==> src/rtl/mul_pkg.sv <==
// -----------------------------------------------------------------------------
// mul_pkg
// Shared definitions for the sequential shift-and-add multiplier:
//   - controller state encoding (IDLE / RUN / DONE)
//   - clog2 helper used to size the iteration counter
// Optional build macro honoured by the users of this package: MUL_SIGNED_EN
// -----------------------------------------------------------------------------
package mul_pkg;

    localparam logic [1:0] ST_IDLE = 2'd0;
    localparam logic [1:0] ST_RUN  = 2'd1;
    localparam logic [1:0] ST_DONE = 2'd2;

    typedef enum logic [1:0] {
        STATE_IDLE = ST_IDLE,
        STATE_RUN  = ST_RUN,
        STATE_DONE = ST_DONE
    } state_t;

    // Ceiling log2; clog2(1) = 0.
    function automatic int clog2(input int value);
        int result;
        int rem;
        result = 0;
        rem    = value - 1;
        while (rem > 0) begin
            result = result + 1;
            rem    = rem >> 1;
        end
        return result;
    endfunction

endpackage

==> src/rtl/mul_sa_ctrl.sv <==
// -----------------------------------------------------------------------------
// mul_sa_ctrl
// Controller FSM for the shift-and-add multiplier. Accepts start in IDLE or
// DONE, sequences the iterations and raises busy/done.
//
//   state | meaning
//   ------+-----------------------------------------------------------
//   IDLE  | waiting for start; product held
//   RUN   | one shift-and-add iteration per clock
//   DONE  | one-cycle done pulse; start here begins the next operation
//
// Ports:
//   clk, rst_n       clock, async active-low reset
//   start            operation request
//   operand_zero     an operand is zero (zero-skip candidate)
//   eqz, b_lsb,      status from the datapath
//   cnt_last
//   load, add_en,    datapath enables
//   shift_en, store_product, clr_product
//   busy, done       handshake toward the requester
// -----------------------------------------------------------------------------
module mul_sa_ctrl
    import mul_pkg::*;
#(
    parameter bit EARLY_TERM = 1'b1
) (
    input  logic clk,
    input  logic rst_n,
    input  logic start,
    input  logic operand_zero,
    input  logic eqz,
    input  logic b_lsb,
    input  logic cnt_last,
    output logic load,
    output logic add_en,
    output logic shift_en,
    output logic store_product,
    output logic clr_product,
    output logic busy,
    output logic done
);

    state_t state_r;
    state_t state_nxt;

    logic zero_skip;
    logic last_iter;

    assign zero_skip = EARLY_TERM && operand_zero;
    assign last_iter = cnt_last || (EARLY_TERM && eqz);

    always_ff @(posedge clk or negedge rst_n) begin
        if (!rst_n) begin
            state_r <= STATE_IDLE;
        end else begin
            state_r <= state_nxt;
        end
    end

    always_comb begin
        state_nxt     = state_r;
        load          = 1'b0;
        add_en        = 1'b0;
        shift_en      = 1'b0;
        store_product = 1'b0;
        clr_product   = 1'b0;
        busy          = 1'b0;
        done          = 1'b0;

        case (state_r)
            STATE_IDLE: begin
                if (start) begin
                    load        = 1'b1;
                    clr_product = zero_skip;
                    state_nxt   = zero_skip ? STATE_DONE : STATE_RUN;
                end
            end

            STATE_RUN: begin
                busy     = 1'b1;
                shift_en = 1'b1;
                add_en   = b_lsb;
                if (last_iter) begin
                    store_product = 1'b1;
                    state_nxt     = STATE_DONE;
                end
            end

            STATE_DONE: begin
                done = 1'b1;
                if (start) begin
                    load        = 1'b1;
                    clr_product = zero_skip;
                    state_nxt   = zero_skip ? STATE_DONE : STATE_RUN;
                end else begin
                    state_nxt = STATE_IDLE;
                end
            end

            default: begin
                state_nxt = STATE_IDLE;
            end
        endcase
    end

endmodule

==> src/rtl/mul_sa_datapath.sv <==
// -----------------------------------------------------------------------------
// mul_sa_datapath
// Operand registers, accumulator, iteration counter, adder and the product
// register of the shift-and-add multiplier. Pure datapath: every update is
// gated by an enable from mul_sa_ctrl.
//
// Build macro: MUL_SIGNED_EN -- operands are two's complement; magnitudes are
// multiplied and the sign is reapplied when the product is stored.
//
// Ports:
//   clk, rst_n        clock, async active-low reset
//   load              capture a_in/b_in, clear accumulator and counter
//   add_en            accumulate A_r into P_r this edge
//   shift_en          shift A_r left, B_r right, count one iteration
//   store_product     copy the final accumulator (incl. this edge's add)
//   clr_product       force product to zero (zero-skip)
//   a_in, b_in        operands
//   operand_zero      a_in or b_in is zero (combinational)
//   eqz               remaining multiplier bits above bit 0 are zero
//   b_lsb             current multiplier bit
//   cnt_last          this is iteration WIDTH-1
//   product           result register
// -----------------------------------------------------------------------------
module mul_sa_datapath
    import mul_pkg::*;
#(
    parameter int WIDTH = 16
) (
    input  logic               clk,
    input  logic               rst_n,
    input  logic               load,
    input  logic               add_en,
    input  logic               shift_en,
    input  logic               store_product,
    input  logic               clr_product,
    input  logic [WIDTH-1:0]   a_in,
    input  logic [WIDTH-1:0]   b_in,
    output logic               operand_zero,
    output logic               eqz,
    output logic               b_lsb,
    output logic               cnt_last,
    output logic [2*WIDTH-1:0] product
);

    localparam int CW = clog2(WIDTH + 1);
    localparam logic [CW-1:0] CNT_LAST = CW'(WIDTH - 1);

    logic [2*WIDTH-1:0] a_r;
    logic [WIDTH-1:0]   b_r;
    logic [2*WIDTH-1:0] p_r;
    logic [CW-1:0]      cnt;
    logic [2*WIDTH-1:0] product_r;

    logic [WIDTH-1:0]   a_mag;
    logic [WIDTH-1:0]   b_mag;
    logic [2*WIDTH-1:0] p_sum;
    logic [2*WIDTH-1:0] product_nxt;

`ifdef MUL_SIGNED_EN
    logic neg_r;

    // Two's-complement negation of the most negative value wraps back to
    // itself, which read as unsigned is exactly its magnitude.
    assign a_mag = a_in[WIDTH-1] ? (~a_in + WIDTH'(1)) : a_in;
    assign b_mag = b_in[WIDTH-1] ? (~b_in + WIDTH'(1)) : b_in;
`else
    assign a_mag = a_in;
    assign b_mag = b_in;
`endif

    // A_r never exceeds 2^(2*WIDTH-1) and the partial sum never exceeds the
    // full product, so the 2*WIDTH-bit add cannot overflow.
    assign p_sum = p_r + (add_en ? a_r : '0);

`ifdef MUL_SIGNED_EN
    assign product_nxt = neg_r ? (~p_sum + (2*WIDTH)'(1)) : p_sum;
`else
    assign product_nxt = p_sum;
`endif

    assign operand_zero = (a_in == '0) || (b_in == '0);
    assign eqz          = (b_r[WIDTH-1:1] == '0);
    assign b_lsb        = b_r[0];
    assign cnt_last     = (cnt == CNT_LAST);
    assign product      = product_r;

    always_ff @(posedge clk or negedge rst_n) begin
        if (!rst_n) begin
            a_r <= '0;
            b_r <= '0;
            p_r <= '0;
            cnt <= '0;
        end else if (load) begin
            a_r <= {{WIDTH{1'b0}}, a_mag};
            b_r <= b_mag;
            p_r <= '0;
            cnt <= '0;
        end else if (shift_en) begin
            a_r <= a_r << 1;
            b_r <= b_r >> 1;
            p_r <= p_sum;
            cnt <= cnt + CW'(1);
        end
    end

`ifdef MUL_SIGNED_EN
    always_ff @(posedge clk or negedge rst_n) begin
        if (!rst_n) begin
            neg_r <= 1'b0;
        end else if (load) begin
            neg_r <= a_in[WIDTH-1] ^ b_in[WIDTH-1];
        end
    end
`endif

    always_ff @(posedge clk or negedge rst_n) begin
        if (!rst_n) begin
            product_r <= '0;
        end else if (clr_product) begin
            product_r <= '0;
        end else if (store_product) begin
            product_r <= product_nxt;
        end
    end

endmodule

==> src/rtl/mul_seq_shift_add.sv <==
// -----------------------------------------------------------------------------
// mul_seq_shift_add
// Sequential WIDTH x WIDTH -> 2*WIDTH multiplier using iterative shift-and-add,
// with optional early termination once the remaining multiplier bits are zero.
//
// Build macro: MUL_SIGNED_EN -- treat operands as two's complement.
//
// Parameters:
//   WIDTH       operand width (2..64)
//   EARLY_TERM  1: stop when remaining multiplier bits are zero; 0: WIDTH steps
//
// Ports:
//   clk      system clock, rising edge
//   rst_n    asynchronous active-low reset
//   start    request, sampled in IDLE or DONE
//   a_in     multiplicand, captured on the accepting edge
//   b_in     multiplier, captured on the accepting edge
//   busy     high while iterating
//   done     one-cycle completion pulse
//   product  result, held until the next completion
// -----------------------------------------------------------------------------
module mul_seq_shift_add
    import mul_pkg::*;
#(
    parameter int WIDTH      = 16,
    parameter bit EARLY_TERM = 1'b1
) (
    input  logic               clk,
    input  logic               rst_n,
    input  logic               start,
    input  logic [WIDTH-1:0]   a_in,
    input  logic [WIDTH-1:0]   b_in,
    output logic               busy,
    output logic               done,
    output logic [2*WIDTH-1:0] product
);

    logic load;
    logic add_en;
    logic shift_en;
    logic store_product;
    logic clr_product;
    logic operand_zero;
    logic eqz;
    logic b_lsb;
    logic cnt_last;

    mul_sa_ctrl #(
        .EARLY_TERM (EARLY_TERM)
    ) u_ctrl (
        .clk           (clk),
        .rst_n         (rst_n),
        .start         (start),
        .operand_zero  (operand_zero),
        .eqz           (eqz),
        .b_lsb         (b_lsb),
        .cnt_last      (cnt_last),
        .load          (load),
        .add_en        (add_en),
        .shift_en      (shift_en),
        .store_product (store_product),
        .clr_product   (clr_product),
        .busy          (busy),
        .done          (done)
    );

    mul_sa_datapath #(
        .WIDTH (WIDTH)
    ) u_datapath (
        .clk           (clk),
        .rst_n         (rst_n),
        .load          (load),
        .add_en        (add_en),
        .shift_en      (shift_en),
        .store_product (store_product),
        .clr_product   (clr_product),
        .a_in          (a_in),
        .b_in          (b_in),
        .operand_zero  (operand_zero),
        .eqz           (eqz),
        .b_lsb         (b_lsb),
        .cnt_last      (cnt_last),
        .product       (product)
    );

endmodule

==> config.mk <==
export PLATFORM = sky130hd
export DESIGN_NAME = mul_seq_shift_add
export DESIGN_NICKNAME = d
export VERILOG_FILES = /design/src/rtl/mul_pkg.sv /design/src/rtl/mul_sa_ctrl.sv /design/src/rtl/mul_sa_datapath.sv /design/src/rtl/mul_seq_shift_add.sv
export SDC_FILE = /design/constraint.sdc
export NUM_CORES = 1
export LEC_CHECK = 0
export ABC_AREA = 1
export CAP_MARGIN = 20
export CORE_UTILIZATION = 32
export CTS_BUF_LIST = sky130_fd_sc_hd__clkbuf_4 sky130_fd_sc_hd__clkbuf_8
export CTS_CLUSTER_SIZE = 8
export DETAILED_ROUTE_END_ITERATION = 10
export DONT_BUFFER_PORTS = 1
export PLACE_DENSITY = 0.5
export SLEW_MARGIN = 20
export SYNTH_ARGS = -nofsm -noshare
export SYNTH_HDL_FRONTEND = slang
export SYNTH_SLANG_ARGS = --single-unit
export TNS_END_PERCENT = 10
==> constraint.sdc <==
create_clock -name clk -period 6.15 [get_ports clk]
set_clock_uncertainty 0.1 [all_clocks]
set_input_delay 1.845 -clock clk [delete_from_list [all_inputs] [get_ports clk]]
set_output_delay 1.845 -clock clk [all_outputs]
set_load 0.02 [all_outputs]
# Word-level counts from Yosys, hierarchy flattened
# Index checks and enable logic that the tools add are counted.
[totals] elab_cells=48 regBits=119 out_inout_bits=34 input_bits=35
[classes] n_mux=25 n_eq_ne=5 n_addsub=2 n_reduce_logical=10
[ops] op="32-bit two-way mux" count=7
[ops] op="32-bit adder" count=1
[ops] op="16-bit zero test" count=2
[ops] op="16-bit two-way mux" count=2
[ops] op="15-bit zero test" count=1
[ops] op="5-bit two-way mux" count=2
[ops] op="1-bit two-way mux" count=9
[ops] op="2-bit two-way mux" count=4
[ops] op="2-bit case mux with 3 select lines" count=1
[ops] op="5-bit by 1-bit adder with 5-bit output (second input constant)" count=1
[ops] op="5-bit by 4-bit equality test with 1-bit output (second input constant)" count=1
[ops] op="2-bit nonzero test" count=2
[ops] op="2-bit by 1-bit equality test with 1-bit output (second input constant)" count=1
[ops] op="2-bit equality test (second input constant)" count=1
[ops] op="2-bit zero test" count=1
[ops] op="1-bit logical OR" count=2
[ops] op="2-bit by 1-bit != test with 1-bit output (second input constant)" count=1
[ops] op="2-bit != test (second input constant)" count=1
[ops] op="2-bit AND reduction" count=1
[ops] op="2-bit OR reduction" count=1

# Depth between registers and ports, before layout
[logic_depth] depth_word=6 depth_mapped=19 depth_no_buf=18

# Cells and area by module
# Synthesis repeated with hierarchy kept, for this count alone.
[unflattened] cells_unflattened=1086 area_unflattened_um2=7429.6
[by_module_without_submodules] module="mul_sa_datapath" instances=1 seq_area_each_um2=2927.8 cells_per_inst=1064 area_each_um2=7282.0
[by_module_without_submodules] module="mul_sa_ctrl" instances=1 seq_area_each_um2=50.0 cells_per_inst=22 area_each_um2=147.6

# Worst setup path after synthesis
# No wires, ideal clock.
[synth_timing] path_type="input port to flip-flop" start="in b_in[14]" end="reg u_datapath.product_r[25] (netlist: u_datapath.product[25])" cell_stages=7 path_slack_ns=3.234 arrival_ns=2.698 path_cell_list="nor4_1 > nand3_1 > nand2_1 > nand2_1 > buf_2 > nand3_1 > nand2_1"
[synth_between] elab_chain_len=5 elab_cells_between_ends=6 classes_between="mux: 3; reduce/logical: 3"
[synth_rtl] element="start: declaration" line="mul_seq_shift_add.sv:32" source="input logic [WIDTH-1:0] b_in,"
[synth_rtl] element="16-bit zero test (*)" line="mul_sa_datapath.sv:81" source="assign operand_zero = (a_in == '0) || (b_in == '0);"
[synth_rtl] element="1-bit logical OR (*)" line="mul_sa_datapath.sv:81"
[synth_rtl] element="1-bit two-way mux (*)" line="mul_sa_ctrl.sv:72, mul_sa_ctrl.sv:91"
[synth_rtl] element="1-bit two-way mux (*)"
[synth_rtl] element="32-bit two-way mux / 2-bit nonzero test (equally long branches)"
[synth_rtl] element="end signal: assignment" line="mul_sa_datapath.sv:122" source="product_r <= product_nxt;"
[synth_rtl] element="end: declaration" line="mul_sa_datapath.sv:52" source="logic [2*WIDTH-1:0] product_r;"
# Every way passes the cells marked *; elsewhere a longest branch is shown, timed or not.
# A chain may end at the register's enable or synchronous reset.

# Final worst setup path
[layout_timing] start="reg u_ctrl.state_r[0]" end="out busy"
[layout_between] elab_chain_len=2
[layout_rtl] element="start: declaration" line="mul_sa_ctrl.sv:43" source="state_t state_r;"
[layout_rtl] element="start signal: assignment" line="mul_sa_ctrl.sv:56" source="state_r <= state_nxt;"
[layout_rtl] element="2-bit by 1-bit equality test with 1-bit output" line="mul_sa_ctrl.sv:70" source="case (state_r)"
[layout_rtl] element="1-bit two-way mux" line="mul_sa_ctrl.sv:70"
[layout_rtl] element="end: declaration" line="mul_seq_shift_add.sv:33" source="output logic busy,"
# No other way between the ends.

==> flow_metrics.env <==
export IMPL_run_status="completed"
export IMPL_synth_ff_type="dfrtp_1"
export IMPL_die_w_um=155.1
export IMPL_grt_pass1_wl_um=34190
export IMPL_cts_tree="done"
export IMPL_p_seq_frac=0.343
export IMPL_irDropWorstVdd_mv=0.1609
export IMPL_clk_path_buf_depth=2
export IMPL_max_cap_violations=0
export IMPL_vias=6434
export IMPL_cp_num_cells=3
export IMPL_hold_start="u_datapath.p_r[31]"
export IMPL_setup_viol=0
export IMPL_ys_seq_area_frac=0.3969
export IMPL_reg2reg_to="u_datapath.product[28]"
export IMPL_yosysMostFrequentCell="nand2_1"
export IMPL_whs_ns=0.3813
export IMPL_slew_violations=0
export IMPL_io_buffer_count=0
export IMPL_ys_types=38
export IMPL_cts_root_buf="clkbuf_8"
export IMPL_die_area_mm2=0.02406
export IMPL_power_frac_clock=0.149
export IMPL_crit_path_end_kind="output pin"
export IMPL_yosys_area_top_type_share=0.3969
export IMPL_ctsResizeCount=0
export IMPL_finalWirelength_um=20870
export IMPL_cp_arrival_ns=2.02
export IMPL_die_h_um=155.1
export IMPL_gp_congestion=0.8525
export IMPL_critical_path_cell_chain="nand2_2 > inv_1 > buf_4"
export IMPL_clock_sinks=119
export IMPL_p_comb_frac=0.508
export IMPL_wl_per_cell_um=15.26
export IMPL_post_cts_buffers=0
export IMPL_grt_start_max_net_pins=120
export IMPL_ys_async_sr_fraction=1.000
export IMPL_n_antenna_cell=0
export IMPL_drc=0
export IMPL_reg2reg_from="u_ctrl.state_r[0]"
export IMPL_nets=1115
export IMPL_area_growth_pct=7.805
export IMPL_drt_iter0_markers=430
export IMPL_coreArea_mm2=0.02285
export IMPL_first_pass_iters=6
export IMPL_grt_pass1_vias=6357
export IMPL_ant_nets=0
export IMPL_cpMaxStageDelayCell="inv_1"
export IMPL_reg2reg_slack_ns=2.61
export IMPL_path_max_fanout=17
export IMPL_overflow=0
export IMPL_layout_drive_gt1_share=0.06161
export IMPL_rsz0062_at_grt="no"
export IMPL_timing_worst_slew_pin_value_ns=0.8604
export IMPL_cp_top_family="buffers and inverters"
export IMPL_grt_use_total=0.1853
export IMPL_ff2ff_path_depth=14
export IMPL_synth_top_cell_by_area="dfrtp_1"
export IMPL_dp_hpwl_um=15130
export IMPL_hold_path_end="u_datapath.p_r[31]"
export IMPL_start_util=0.3284
export IMPL_whs_path_depth=2
export IMPL_netlist_instances=1057
export IMPL_critPathMaxStageDelay_ns=0.55
export IMPL_switching_power_mw=2.235
export IMPL_final_setup_tns_ns=0
export IMPL_numCtsBuffers=17
export IMPL_antenna_found_initial=0
export IMPL_synthTopCellsByArea="dfrtp_1 (40%), nand2_1 (15%), inv_1 (8.8%)"
export IMPL_syn_nets=1126
export IMPL_fin_area_mm2=0.008088
export IMPL_synth_common_cells="nand2_1 (297), inv_1 (175), dfrtp_1 (119), o21ai_0 (102), nor2_1 (85)"
export IMPL_critical_path_class="flop to output pin"
export IMPL_start_kind="flop"
export IMPL_finalHoldViolations=0
export IMPL_period_share=0.6442
export IMPL_relSlewSlack=0.4258
export IMPL_netlist_area_mm2=0.007502
export IMPL_ctsHoldBuffers=0
export IMPL_placed_area_mm2=0.007740
export IMPL_ys_seq_elements=119
export IMPL_cp_required_ns=4.20
export IMPL_synth_edf_count=0
export IMPL_cp_num_buf_inv=2
export IMPL_avgSynthCellArea_um2=7.098
export IMPL_max_freq_ghz=0.2524
export IMPL_fillCellCount=2497
export IMPL_ys_warn_count=0
export IMPL_power_share_switching=0.4950
export IMPL_p_leak_nw=4.253
export IMPL_p_per_area_mw_per_mm2=558.4
export IMPL_h_tree_depth=4
export IMPL_p_int_mw=2.281
export IMPL_io_pins=69
export IMPL_layout_min_cycle_time_ns=3.962
export IMPL_viasPerCell=4.703
export IMPL_rows=55
export IMPL_hold_path_class="flop to flop"
export IMPL_clk_latency_ns=0.45
export IMPL_clk_pin_slew_ns=0.07
per-layer routing:
metal  track usage  vias up  share of wire
li1              -     3314              -
met1        0.2549     2989           0.49
met2        0.2988      117           0.46
met3       0.03565       14          0.044
met4       0.04526        0         0.0091
met5             0        -              0
state kept, by name, summed over array words and instances (netlist names):
name / flops
u_datapath.b_r: 16
u_datapath.product: 32
u_datapath.a_r: 32
u_datapath.p_r: 32
u_datapath.cnt: 5
u_ctrl.state_r: 2
cells by family after synthesis:
kind of cell / share of synthesized area
AO/OA/AOI/OAI: 0.1152
AND/OR/NAND/NOR: 0.2969
adder cells (fa/ha/maj): 0.05771
flip-flops: 0.3969
XOR/XNOR: 0.01868
buffers and inverters: 0.1146
cells in the final DEF, fill, tap and decap left out, types with 3 or more instances in the layout:
cell        Yosys  final
inv_1         175    175
xnor2_1        10     10
clkinv_2        1      3
nand2_1       297    296
nand4_1         6      6
ha_1           33     33
nand3b_1        6      6
xor2_1          6      6
dfrtp_1       119    119
clkinvlp_4      0      4
clkbuf_8        0     19
a21oi_1        23     23
nor2_1         85     85
nand2_2        10     11
o22ai_1        18     18
o21ai_1         9      9
o21ai_0       102    102
nor3_1          6      6
nand3_1        82     82
nand3_2        10     10
nor4_1          4      4
buf_4           0      5
worst min-delay path, delay by kind of cell, from the launching register on:
kind             cells  cell delay, ns
flip-flops           1            0.35
AND/OR/NAND/NOR      2            0.10
worst max-delay path by stage:
stage / startpoint / slack, ns / endpoint
floorplan: b_in[14] / 3.23 / u_datapath.product[25]
global placement: u_ctrl.state_r[0] / 2.54 / u_datapath.product[28]
detailed placement: start / 2.56 / u_datapath.cnt[1]
CTS: u_ctrl.state_r[0] / 2.10 / busy
global route: u_ctrl.state_r[0] / 2.02 / busy
finish: u_ctrl.state_r[0] / 2.19 / busy
power groups by stage:
stage / sequential (mW) / combinational, mW / clock (mW)
floorplan: 1.48 / 1.80 / 0
global placement: 1.57 / 2.28 / 0
detailed placement: 1.56 / 2.31 / 0
CTS: 1.56 / 2.32 / 0.694
global route: 1.60 / 2.66 / 0.724
finish: 1.55 / 2.29 / 0.671
stage by stage:
step	instances	power, mW	utilization	setup slack (ns)
after global placement	1340	3.849	0.3388	2.538
after detailed placement	1340	3.876	0.3388	2.559
after floorplan	1057	3.281	-	3.234
after CTS	1368	4.566	0.3540	2.103
after global routing	1368	4.989	0.3540	2.024
final	1368	4.516	0.3540	2.188
final cells by class:
type                    count  area [µm²]  area share
flip-flops and latches    119        2978      0.3682
inverters                 177       665.6     0.08230
repair buffers              5       37.54    0.004641
multi-input cells         726        3667      0.4534
well taps                 313       391.6     0.04842
clock buffers              20       269.0     0.03326
clock inverters             8       78.83    0.009746
(Power assumes the default switching activity.)
